### src/rtl/fmult_core.sv
// G.726 FMULT: 16-bit fixed-point coefficient times 11-bit float signal, registered result.
// Optional input register stage (2-cycle latency) enabled by defining FMULT_PIPE_EN.
module fmult_core (
    input  logic        clk,
    input  logic        reset,
    input  logic        in_valid,
    input  logic [15:0] an,
    input  logic [10:0] srn,
    output logic        out_valid,
    output logic [15:0] wan,
    input  logic        scan_in0,
    input  logic        scan_in1,
    input  logic        scan_in2,
    input  logic        scan_in3,
    input  logic        scan_in4,
    input  logic        scan_enable,
    input  logic        test_mode,
    output logic        scan_out0,
    output logic        scan_out1,
    output logic        scan_out2,
    output logic        scan_out3,
    output logic        scan_out4
);

    localparam int unsigned AN_W    = 16;
    localparam int unsigned SRN_W   = 11;
    localparam int unsigned MAG_W   = 13;
    localparam int unsigned EXP_W   = 4;
    localparam int unsigned MANT_W  = 6;
    localparam int unsigned WEXP_W  = 5;
    localparam int unsigned PROD_W  = 12;
    localparam int unsigned WMANT_W = 8;
    localparam int unsigned WMAG_W  = 15;
    localparam int unsigned SHF_W   = 17;

    logic              s_valid;
    logic [AN_W-1:0]   s_an;
    logic [SRN_W-1:0]  s_srn;

`ifdef FMULT_PIPE_EN
    // Input register stage
    always_ff @(posedge clk) begin
        if (reset) begin
            s_valid <= 1'b0;
            s_an    <= '0;
            s_srn   <= '0;
        end else begin
            s_valid <= in_valid;
            s_an    <= an;
            s_srn   <= srn;
        end
    end
`else
    assign s_valid = in_valid;
    assign s_an    = an;
    assign s_srn   = srn;
`endif

    logic [AN_W-1:0]    an_neg_c;
    logic [MAG_W-1:0]   an_mag_c;
    logic [EXP_W-1:0]   an_exp_c;
    logic [MANT_W-1:0]  an_mant_c;
    logic [MAG_W+MANT_W-1:0] an_norm_c;
    logic               wan_s_c;
    logic [WEXP_W-1:0]  wan_exp_c;
    logic [PROD_W-1:0]  prod_c;
    logic [WMANT_W-1:0] wan_mant_c;
    logic [SHF_W-1:0]   base_c;
    logic [SHF_W-1:0]   shifted_c;
    logic [WMAG_W-1:0]  wan_mag_c;
    logic [AN_W-1:0]    wan_mag_ext_c;
    logic [AN_W-1:0]    wan_c;

    // Coefficient magnitude; -0x8000 falls out of the 13-bit field as zero
    assign an_neg_c = ~s_an + 16'd1;
    assign an_mag_c = s_an[15] ? an_neg_c[14:2] : s_an[14:2];

    // Exponent is MSB index + 1 (0 for a zero magnitude)
    always_comb begin
        an_exp_c = '0;
        for (int i = 0; i < int'(MAG_W); i++) begin
            if (an_mag_c[i]) an_exp_c = EXP_W'(i + 1);
        end
    end

    assign an_norm_c = {an_mag_c, 6'b000000} >> an_exp_c;
    assign an_mant_c = (an_mag_c == '0) ? 6'd32 : an_norm_c[MANT_W-1:0];

    assign wan_s_c    = s_srn[10] ^ s_an[15];
    assign wan_exp_c  = WEXP_W'(s_srn[9:6]) + WEXP_W'(an_exp_c);
    assign prod_c     = PROD_W'(s_srn[5:0]) * PROD_W'(an_mant_c) + 12'd48;
    assign wan_mant_c = prod_c[PROD_W-1:4];

    // Denormalize around exponent 26; left shifts overflow into masked-off bits
    assign base_c    = SHF_W'({wan_mant_c, 7'b0000000});
    assign shifted_c = (wan_exp_c <= 5'd26) ? (base_c >> (5'd26 - wan_exp_c))
                                            : (base_c << (wan_exp_c - 5'd26));
    assign wan_mag_c = shifted_c[WMAG_W-1:0];

    assign wan_mag_ext_c = {1'b0, wan_mag_c};
    assign wan_c         = wan_s_c ? (~wan_mag_ext_c + 16'd1) : wan_mag_ext_c;

    // Output register; wan holds while idle
    always_ff @(posedge clk) begin
        if (reset) begin
            out_valid <= 1'b0;
            wan       <= '0;
        end else begin
            out_valid <= s_valid;
            if (s_valid) wan <= wan_c;
        end
    end

    // Scan chains are stitched at synthesis
    assign scan_out0 = 1'b0;
    assign scan_out1 = 1'b0;
    assign scan_out2 = 1'b0;
    assign scan_out3 = 1'b0;
    assign scan_out4 = 1'b0;

    logic unused_sink;
    assign unused_sink = ^{scan_in0, scan_in1, scan_in2, scan_in3, scan_in4,
                           scan_enable, test_mode, an_neg_c[15], an_neg_c[1:0],
                           s_an[1:0], prod_c[3:0], shifted_c[SHF_W-1:WMAG_W]};

endmodule

### config.mk
export PLATFORM = sky130hd
export DESIGN_NAME = fmult_core
export DESIGN_NICKNAME = d
export VERILOG_FILES = /design/src/rtl/fmult_core.sv
export SDC_FILE = /design/constraint.sdc
export NUM_CORES = 1
export LEC_CHECK = 0
export BUFFER_PORTS_ARGS = -buffer_cell sky130_fd_sc_hd__buf_2
export CAP_MARGIN = 10
export CORE_MARGIN = 3
export CORE_UTILIZATION = 55
export CTS_CLUSTER_DIAMETER = 60
export DETAILED_ROUTE_END_ITERATION = 6
export PLACE_DENSITY = 0.75
export SETUP_SLACK_MARGIN = 0.4
export SYNTH_ARGS = -nofsm -noshare
export SYNTH_HDL_FRONTEND = slang
export SYNTH_SLANG_ARGS = --single-unit
### constraint.sdc
create_clock -name clk -period 30.8 [get_ports clk]
set_input_delay 4.62 -clock clk [delete_from_list [all_inputs] [get_ports clk]]
set_output_delay 4.62 -clock clk [all_outputs]
set_load 0.1 [all_outputs]
==> impl_summary.md <==
Final layout
The fraction of the core area covered by cells at the end of the flow is 60.90%. The post-route netlist has 12.64% of its cells at a drive strength greater than 1. In the final design database the tool counted 785 nets.

The signed area change from the synthesized netlist to the final layout is 4.462%. In the final layout, flip-flops and latches occupy 340.3 µm². Summing all multi-input logic gate instances after layout gives 0.004237 mm². The final standard cell count with taps included and fillers excluded is 801. Fill cells in the final layout number 814. The finished cells cover 0.005155 mm². The number of inserted diodes is 0.

Logic synthesis
The biggest area contributor in the post-synthesis netlist is sky130_fd_sc_hd__ha_1. Summing the sequential cell areas from Yosys gives 6.897% of the chip area. By count the netlist is led by sky130_fd_sc_hd__nand2_1, sky130_fd_sc_hd__nor2_1, sky130_fd_sc_hd__a21oi_1, sky130_fd_sc_hd__inv_1, sky130_fd_sc_hd__o21ai_0. Counting flops and latches in the post-synthesis netlist gives 17. The top cell type by area accounts for 8.114% of the synthesized area. The share of flip-flops with an asynchronous set or reset is 0%. The synthesized netlist cell count is 684. Yosys printed 0 warnings. The mapped netlist covers 0.004935 mm².

After synthesis, the mean cell area works out to 7.215 µm². Ranked by total cell area, the synthesized netlist is headed by sky130_fd_sc_hd__ha_1, sky130_fd_sc_hd__fa_1, sky130_fd_sc_hd__dfxtp_1, sky130_fd_sc_hd__nand2_1, sky130_fd_sc_hd__a21oi_1. The number of flops mapped to enable cells by yosys is 0.

In this run, distinct cell masters in the synthesized netlist total 93. The flip-flop cell with the highest count after synthesis is sky130_fd_sc_hd__dfxtp_1. The library cell with the highest instance count after synthesis is sky130_fd_sc_hd__nand2_1.

GRT
The first global-routing pass estimated 22400 µm of wire. Entering global routing, the biggest net connects 34 pins. The number of global-route vias before repair came to 4696.

The global-route total usage across every layer is 26.28%. The remaining global-route overflow is 0. The number of antenna violations at the first check in global routing was 0.

Die
The number of placement rows is 33. The width of the chip is 100.7 µm. For this configuration, the core starts out at a cell density of 58.30%.

The number of ports placed on the die boundary is 59. The die is 100.7 µm tall. The overall die area is 0.01014 mm². The standard cell core area is 0.008464 mm².

Status
The run finished with clean final reports.

Route
Summed over all layers, the routed wires come to 13740 µm. In the final routed layout, each cell accounts on average for 17.15 µm. The first TritonRoute pass finished after 5 iterations. The post-route DRC violation count is 0. After the first detailed-routing iteration, the DRC count stood at 358. The number of vias per cell is 6.678. The residual antenna-violating net count after detailed routing is 0.

Summing over every cut layer, the via total after detailed routing is 5349.

Critical path
In this run the critical register-to-register path is captured at wan[10]$_SDFFE_PP0P_. The worst path arrival time is 14230 ps. In this run the worst setup path terminates at wan[14]$_SDFFE_PP0P_. The worst flop-to-flop path startpoint is wan[10]$_SDFFE_PP0P_. STA classifies the critical path endpoint as a flip-flop. In this run the register-to-register setup slack is 29950 ps. Tracing the worst setup path back leads to its startpoint at an[2].

The endpoint required time on the critical path is 30980 ps. Of all nets on the critical path, the largest fanout is 16. On the worst path, the slowest cell contributes a delay of 720 ps. The slowest cell on the critical path is sky130_fd_sc_hd__or4_4. The worst setup path is of the input pin to flip-flop kind. The most frequent cell on the critical path is sky130_fd_sc_hd__fa_1. STA classifies the critical path startpoint as an input pin. Measured in cells, the most critical reg-to-reg path has a length of 3.

Place
The HPWL after detailed placement is 11030 µm. OpenSTA, run right after detailed placement, puts the worst setup slack at 16640 ps. Summing all placed instances gives a cell area of 0.005110 mm². The final weighted congestion of routability-driven global placement is 0.9625. The number of port buffers is 46. The number of placed instances, taps included, is 797.

Timing
Static timing analysis puts the maximum clock frequency at 0.07120 GHz. Setup repair after global routing left no endpoint under its margin. The final number of hold-violating endpoints is 0. The final critical-path setup slack is 16760 ps.

After layout, the worst path uses 45.60% of the clock period. Counting I/O delays and the setup requirement, the final critical path takes 14040 ps. The final count of negative-setup-slack endpoints is 0. Summed over all failing endpoints, the final setup total negative slack is 0 ps.

The tightest slew margin relative to the limit is 26.04%. The transition time at the pin with the least slew margin is 1101 ps. The final number of max-transition violations is 0. The final-layout worst hold slack is 464.8 ps.

Clock skew on the completed layout was measured at 0 ps.

Pwr
Dividing total power by cell area gives a power density of 97.64 mW/mm². The overall power after layout is 0.5034 mW. The worst-case vdd ir drop is 0.05221 mV. For this design the static power due to leakage is 2.117 nW.

CTS
The clock insertion delay at the later pin of the skew report is 250 ps. The clock-pin slew on the worst setup and hold paths is 60 ps. The total number of H-tree levels is 1. The number of buffers inserted by hold repair at cts is 0.

Post-CTS repair changed the size of 0 cells. The tree is rooted in a sky130_fd_sc_hd__clkbuf_8. The clock sink count is 17.

TritonCTS built the clock tree. The maximum buffer depth of the clock tree is 2. Counting the buffers created by CTS gives 3. The number of setup buffers added after CTS is 0.

Worst hold path
The worst min-delay path class is flip-flop to flip-flop.

Run
Across the run, the number of max-cap violations was 0.
==> final cells by class <==
| class | instances | share of cell area [%] |
|---|---|---|
| multi-input combinational | 586 | 82.18 |
| timing repair buffer | 48 | 4.757 |
| sequential | 17 | 6.602 |
| tap | 105 | 2.549 |
| clock buffer | 4 | 0.8738 |
| inverter | 41 | 3.034 |
==> cells in the final DEF, fill, tap and decap left out, types with 10 or more instances in the layout <==
master                     synthesis  layout
sky130_fd_sc_hd__nand2b_1         14      14
sky130_fd_sc_hd__nand4_1          12      12
sky130_fd_sc_hd__buf_2             2      46
sky130_fd_sc_hd__o31ai_1          13      13
sky130_fd_sc_hd__a211oi_1         16      16
sky130_fd_sc_hd__and2_1           18      18
sky130_fd_sc_hd__a31oi_1          19      19
sky130_fd_sc_hd__xnor2_1          16      16
sky130_fd_sc_hd__nor2_1           45      45
sky130_fd_sc_hd__nand3_1          16      16
sky130_fd_sc_hd__mux2i_1          11      11
sky130_fd_sc_hd__nor3b_1          11      11
sky130_fd_sc_hd__o211ai_1         18      18
sky130_fd_sc_hd__nand2_1          68      68
sky130_fd_sc_hd__or3_1            10      10
sky130_fd_sc_hd__nor3_1           21      21
sky130_fd_sc_hd__a21oi_1          36      36
sky130_fd_sc_hd__inv_1            36      36
sky130_fd_sc_hd__dfxtp_1          17      17
sky130_fd_sc_hd__fa_1             19      19
sky130_fd_sc_hd__ha_1             32      32
sky130_fd_sc_hd__o21ai_0          34      34
==> worst min-delay path by stage <==
stage                     slack (ps)                 start  cells past startpoint                   end
final                            460  wan[15]$_SDFFE_PP0P_                      1  wan[15]$_SDFFE_PP0P_
after global routing             480  wan[15]$_SDFFE_PP0P_                      1  wan[15]$_SDFFE_PP0P_
after CTS                        470  wan[15]$_SDFFE_PP0P_                      1  wan[15]$_SDFFE_PP0P_
after detailed placement         450  wan[15]$_SDFFE_PP0P_                      1  wan[15]$_SDFFE_PP0P_
after global placement           440  wan[14]$_SDFFE_PP0P_                      2  wan[14]$_SDFFE_PP0P_
after floorplan                  880  wan[14]$_SDFFE_PP0P_                      2  wan[14]$_SDFFE_PP0P_
==> per-layer routing <==
layer	part of all wire (%)	wire length (µm)	track usage, %	vias to the layer above
met1	46	6346	39.17	2481
li1	-	-	-	2602
met4	1.0	141	5.699	0
met3	8.4	1159	2.491	18
met2	44	6093	40.91	248
met5	0	0	0	-
==> sequential cells by signal (all words and copies together), names as in the netlist <==
name and flops:
out_valid 1, wan 16
==> report_power, final <==
group	switching [mW]	total, mW	internal [mW]
registers	0.00309	0.0329	0.0298
logic	0.299	0.454	0.155
clock network	0.00746	0.0167	0.00919
==> cell families (layout without fill, tap and decap cells) <==
kind of cell / Yosys count / in the layout / synth area share [%]
multiplexers: 13 / 13 / 2.916
buffers and inverters: 85 / 93 / 7.556
AO/OA/AOI/OAI: 235 / 235 / 34.89
AND/OR/NAND/NOR: 260 / 260 / 27.94
flip-flops: 17 / 17 / 6.897
other: 1 / 5 / 0.07599
adder cells (fa/ha/maj): 51 / 51 / 15.82
XOR/XNOR: 22 / 22 / 3.905
==> critical path: cells and delay by family <==
kind                     cells  cell delay (ps)
AO/OA/AOI/OAI               12             3260
XOR/XNOR                     1              190
adder cells (fa/ha/maj)      6             2650
buffers and inverters        3              260
multiplexers                 1              170
AND/OR/NAND/NOR              8             3090
Note: power is estimated with default switching activity, not from simulation.
